==> config.mk <==
export PLATFORM = sky130hd
export DESIGN_NAME = mac_seq_ctrl
export DESIGN_NICKNAME = d
export VERILOG_FILES = /design/src/rtl/mac_seq_ctrl.sv
export SDC_FILE = /design/constraint.sdc
export NUM_CORES = 1
export LEC_CHECK = 0
export ABC_AREA = 0
export BUFFER_PORTS_ARGS = -buffer_cell sky130_fd_sc_hd__buf_4
export CAP_MARGIN = 10
export CORE_ASPECT_RATIO = 0.5
export CORE_UTILIZATION = 45
export CTS_BUF_LIST = sky130_fd_sc_hd__clkbuf_16
export CTS_CLUSTER_SIZE = 28
export DETAILED_ROUTE_END_ITERATION = 6
export GPL_TIMING_DRIVEN = 0
export PLACE_DENSITY = 0.72
export SYNTH_ARGS = -nofsm -noshare
export SYNTH_HDL_FRONTEND = slang
export SYNTH_SLANG_ARGS = --single-unit
==> constraint.sdc <==
create_clock -name clk -period 4.4 [get_ports clk]
set_input_delay 0.88 -clock clk [delete_from_list [all_inputs] [get_ports clk]]
set_output_delay 0.88 -clock clk [all_outputs]
set_load 0.05 [all_outputs]
==> src/rtl/mac_seq_ctrl.sv <==
// mac_seq_ctrl: sequencer for a single bit-serial MAC unit.
// Accepts a dot-product job, streams operand pairs into the MAC one word at a
// time, flushes the final product with a zero word and hands back the result.
module mac_seq_ctrl #(
   parameter int LEN_W = 8,
   parameter int ACC_W = 20
) (
   input  logic             clk,
   input  logic             rst,
   input  logic             start,
   input  logic [LEN_W-1:0] vec_len,
   input  logic [1:0]       prec_level,
   output logic             busy,
   input  logic             in_valid,
   output logic             in_ready,
   input  logic [7:0]       in_act,
   input  logic [7:0]       in_wgt,
   output logic [7:0]       mac_act,
   output logic [7:0]       mac_wgt,
   output logic             mac_en,
   output logic             mac_clr,
   output logic [1:0]       mac_prec,
   input  logic [ACC_W-1:0] mac_result,
   output logic             out_valid,
   input  logic             out_ready,
   output logic [ACC_W-1:0] out_result,
   output logic [LEN_W-1:0] out_pairs
);

   typedef enum logic [2:0] {
      IDLE,
      CLEAR,
      FETCH,
      RUN,
      DRAIN,
      SETTLE,
      DONE
   } state_t;

   state_t           state;
   state_t           next_state;
   logic [LEN_W-1:0] len_q;
   logic [LEN_W-1:0] pair_cnt;
   logic [2:0]       bit_cnt;
   logic [2:0]       bit_last_val;
   logic             bit_last;
   logic             pairs_left;
   logic             take;
   logic             zero_job;

   assign bit_last   = (bit_cnt == bit_last_val);
   assign pairs_left = (pair_cnt != len_q);
   assign take       = in_valid & in_ready;
   assign zero_job   = (state == IDLE) && start && (vec_len == '0);
   assign busy       = (state != IDLE);
   assign out_valid  = (state == DONE);

   // Index of the final bit-step of a word for the latched precision code
   always_comb begin
      bit_last_val = 3'd7;
      case (mac_prec)
         2'b00:   bit_last_val = 3'd7;
         2'b01:   bit_last_val = 3'd3;
         2'b10:   bit_last_val = 3'd1;
         default: bit_last_val = 3'd3;
      endcase
   end

   // Next-state decode plus the handshake and MAC-enable strobes
   always_comb begin
      next_state = state;
      in_ready   = 1'b0;
      mac_en     = 1'b0;
      case (state)
         IDLE: begin
            if (start) begin
               next_state = (vec_len == '0) ? DONE : CLEAR;
            end
         end
         CLEAR: begin
            next_state = FETCH;
         end
         FETCH: begin
            in_ready = 1'b1;
            if (in_valid) begin
               next_state = RUN;
            end
         end
         RUN: begin
            mac_en = 1'b1;
            if (bit_last) begin
               if (pairs_left) begin
                  in_ready = 1'b1;
                  if (!in_valid) begin
                     next_state = FETCH;
                  end
               end else begin
                  next_state = DRAIN;
               end
            end
         end
         DRAIN: begin
            mac_en = 1'b1;
            if (bit_last) begin
               next_state = SETTLE;
            end
         end
         SETTLE: begin
            next_state = DONE;
         end
         DONE: begin
            if (out_ready) begin
               next_state = IDLE;
            end
         end
         default: begin
            next_state = IDLE;
         end
      endcase
   end

   // State register; the MAC clear is registered so it is held high out of reset
   always_ff @(posedge clk) begin
      if (rst) begin
         state   <= IDLE;
         mac_clr <= 1'b1;
      end else begin
         state   <= next_state;
         mac_clr <= (next_state == CLEAR);
      end
   end

   // Job parameters are captured once per accepted start and then frozen
   always_ff @(posedge clk) begin
      if (rst) begin
         len_q    <= '0;
         mac_prec <= 2'b00;
      end else if ((state == IDLE) && start) begin
         len_q    <= vec_len;
         mac_prec <= prec_level;
      end
   end

   // Bit-step counter within a word and count of pairs taken so far
   always_ff @(posedge clk) begin
      if (rst) begin
         bit_cnt  <= 3'd0;
         pair_cnt <= '0;
      end else if (state == CLEAR) begin
         bit_cnt  <= 3'd0;
         pair_cnt <= '0;
      end else begin
         if (take) begin
            pair_cnt <= pair_cnt + LEN_W'(1);
         end
         if ((state == RUN) || (state == DRAIN)) begin
            bit_cnt <= bit_last ? 3'd0 : bit_cnt + 3'd1;
         end
      end
   end

   // Operand hold registers; zeroed for the drain word that flushes the last product
   always_ff @(posedge clk) begin
      if (rst) begin
         mac_act <= 8'd0;
         mac_wgt <= 8'd0;
      end else if (state == CLEAR) begin
         mac_act <= 8'd0;
         mac_wgt <= 8'd0;
      end else if (take) begin
         mac_act <= in_act;
         mac_wgt <= in_wgt;
      end else if ((state == RUN) && bit_last && !pairs_left) begin
         mac_act <= 8'd0;
         mac_wgt <= 8'd0;
      end
   end

   // Result capture after the MAC has settled; empty jobs report zero
   always_ff @(posedge clk) begin
      if (rst) begin
         out_result <= '0;
         out_pairs  <= '0;
      end else if (zero_job) begin
         out_result <= '0;
         out_pairs  <= '0;
      end else if (state == SETTLE) begin
         out_result <= mac_result;
         out_pairs  <= pair_cnt;
      end
   end

endmodule

==> run summary <==
- 64.5% — share of the clock period used by the worst path after layout
- sky130_fd_sc_hd__nor4b_2 — Slowest cell on crit path
- 629 ps — slew at the pin with the worst max-slew slack
- 3080 µm² — Mapped Area
- 44.8% — fraction of synthesized cell area taken by the top area cell type
- 2 — maximum buffer depth of the clock tree
- 0 — ANT nets after route
- 0 — count of flip-flops with a built-in enable after synthesis
- 328 µV — Max IR drop VDD
- 0 — CTS Hold Bufs
- 5 — detailed-routing iteration count for the pre-antenna-repair pass
- 359 — gate count after technology mapping
- 409 nW/µm² — total power per unit cell area
- 5.81 ps — clock tree skew after final layout
- 119 µm — horizontal die dimension
- 6210 µm — Final HPWL DP
- 20 — Site Rows
- 0 — total of max-cap violations
- 0 — Post-CTS Resized
- 48.7% — initial core utilization
- 3520 ps — Worst Path Required
- 2840 ps — post-layout min period
- 29.7% — share of cells above drive strength 1
- 69 — clock sink total
- 57.0% — normalized max-slew margin
- 0 — setup-violating endpoint count in the final report
- 440 ps — Slowest Stage Delay on Critical Path
- false — RSZ-0062 raised after global routing
- output pin — Critical Path Sink Type
- 1960 ps — Critical Path AT
- 8260 µm — Total Routed Length
- 0 — Synth Warn #
- 50 — number of distinct standard cells referenced by the synthesized netlist
- 6330 µm² — area of the core region
- 60.5 µm — chip height
- sky130_fd_sc_hd__clkbuf_16 — clock root cell
- 29.6% — global-route track usage on met1
- 13,200 µm — wire length of the first global-routing pass
- 523 — number of nets in the final layout
- finished, final reports clean — run status
- 23.8% — Global Route Usage Sum
- 450 ps — Worst Hold Margin
- 37.9% — Syn-to-layout area delta
- sky130_fd_sc_hd__dfxtp_1 — dominant cell type by area after synthesis
- 0.862 — final weighted congestion in routability-driven placement
- 352 MHz — Peak Freq
- yes — CTS tree
- 1630 ps — dpl ws
- 14.7 µm — WL per Instance
- 69 — FF+latch count, synth
- 0 — Congestion Overflow GR
- reg2out — worst setup path class
- sky130_fd_sc_hd__nand2_1 — library cell with the highest instance count after synthesis
- 0 ps — setup TNS after final layout
- 0% — share of flip-flops with an asynchronous set or reset after synthesis
- nor4b_2 -> o31a_1 -> nand2_1 -> a21oi_1 -> buf_4 — ordered cell list for the critical path
- 156 — initial detailed-routing violation count
- 1.73 nW — LEAKAGE
- flip-flop — Critical Path Start Type
- 102 — io pins
- 3,082 — vias
- 8.58 µm² — synthesized area per cell
- 9 — total CTS buffers
- reg2reg — class of the tightest hold or removal check
- met2 — highest-utilization routing layer at the global route stage
- 0 — DRC violation count after routing
- 0 — initial antenna violation count
- 7200 µm² — die footprint
- 39.9% — met2 usage in global routing
- 0 — Final Hold Fails
- 1560 ps — setup slack after layout
- 5.47 — DR vias/cell
- 0 — count of buffers added by post-CTS timing repair for setup
- 412 — net count after synthesis
- 90 x sky130_fd_sc_hd__nand2_1, 69 x sky130_fd_sc_hd__dfxtp_1, 46 x sky130_fd_sc_hd__a21oi_1 — top cells by instance count after synthesis
- 3 — H-tree depth
- 100 — port buffer count
- sky130_fd_sc_hd__dfxtp_1 45%, sky130_fd_sc_hd__nand2_1 11%, sky130_fd_sc_hd__a21oi_1 7.5%, sky130_fd_sc_hd__a32o_1 5.2%, sky130_fd_sc_hd__xor2_1 2.3% — dominant cells by area after synthesis
- 0 — pins over their slew limit
- 1.74 mW — total chip power
- 2,895 — number of global-route vias before repair
- 12 — pin count of the biggest net entering global routing
- 44.8% — fraction of the yosys area taken by sequential cells
- 50 ps — clock slew at reported path FFs
- 67.1% — post-route core utilization
- 0 — number of antenna cells inserted
- 8.08% — met3 usage in global routing
- sky130_fd_sc_hd__dfxtp_1 — top_reg_cell synth
- 8 — Crit Path Max Fanout
- 330 ps — clk_lat worst skew
-- flip-flops by register name, summed over array words and instances (netlist names) --
signal	count
bit_cnt	3
len_q	8
mac_act	8
mac_clr	1
mac_prec	2
mac_wgt	8
out_pairs	8
out_result	20
pair_cnt	8
state	3
-- cell families (layout without fill, tap and decap cells) --
family / after synthesis / after routing / synth area share, %
xor+xnor: 9 / 9 / 2.56
fa+ha+maj: 2 / 2 / 0.812
buf+inv: 33 / 149 / 5.32
flops: 69 / 69 / 44.8
compound gates: 89 / 89 / 20.7
mux: 2 / 2 / 0.650
simple gates: 155 / 155 / 25.1
-- path summary, 6_finish.rpt --
path                            slack (ps)  cells past startpoint              to            from
worst max-delay path                  1560                      5        in_ready      bit_cnt[2]
worst min-delay path                   450                      2  out_result[18]  out_result[18]
worst max register to register        2350                      6      mac_wgt[7]     mac_prec[0]
worst min register to register         450                      2  out_result[18]  out_result[18]
-- final cells by class --
class	instances	area (µm²)
Multi-Input combinational cell	257	1540
Clock inverter	7	82.6
Buffer	28	145
Inverter	5	18.8
Tap cell	88	110
Sequential cell	69	1380
Timing Repair Buffer	100	751
Clock buffer	9	225
Fill cell	553	2080
-- metrics by stage --
stage / cell area (µm²) / cells
after floorplan: 3080 / 359
after global placement: 3940 / 547
after detailed placement: 3940 / 547
after CTS: 4250 / 563
after global routing: 4250 / 563
final: 4250 / 563
-- power breakdown --
| part | internal [mW] | switching (mW) |
|---|---|---|
| sequential | 0.656 | 0.0249 |
| clock | 0.487 | 0.249 |
| combinational | 0.132 | 0.191 |
-- cells in the final DEF (no fill, tap or decap), types with 6 or more instances in the layout --
cell                        Yosys  layout
sky130_fd_sc_hd__nor3_1         7       7
sky130_fd_sc_hd__clkbuf_1      13      13
sky130_fd_sc_hd__dfxtp_1       69      69
sky130_fd_sc_hd__nand3_1       11      11
sky130_fd_sc_hd__a21oi_1       46      46
sky130_fd_sc_hd__buf_2          8       8
sky130_fd_sc_hd__inv_1          5       7
sky130_fd_sc_hd__a32o_1        16      16
sky130_fd_sc_hd__nor2_1        11      11
sky130_fd_sc_hd__nand2_1       90      90
sky130_fd_sc_hd__clkbuf_16      0       9
sky130_fd_sc_hd__or3_1          6       6
sky130_fd_sc_hd__xor2_1         8       8
sky130_fd_sc_hd__buf_4          2     102
-- metal layers --
metal	routed length (µm)	vias to the layer above	share of wire [%]
met5	0	-	0
li1	-	1502	-
met2	3660	139	44
met1	3710	1431	45
met4	78	0	0.94
met3	813	10	9.8
-- critical path: cells and delay by family (launching register included) --
family / cells / cell delay (ps)
simple gates: 2 / 530
compound gates: 2 / 530
flops: 1 / 350
buf+inv: 1 / 220
No activity file was read; power rests on OpenSTA's default activity.
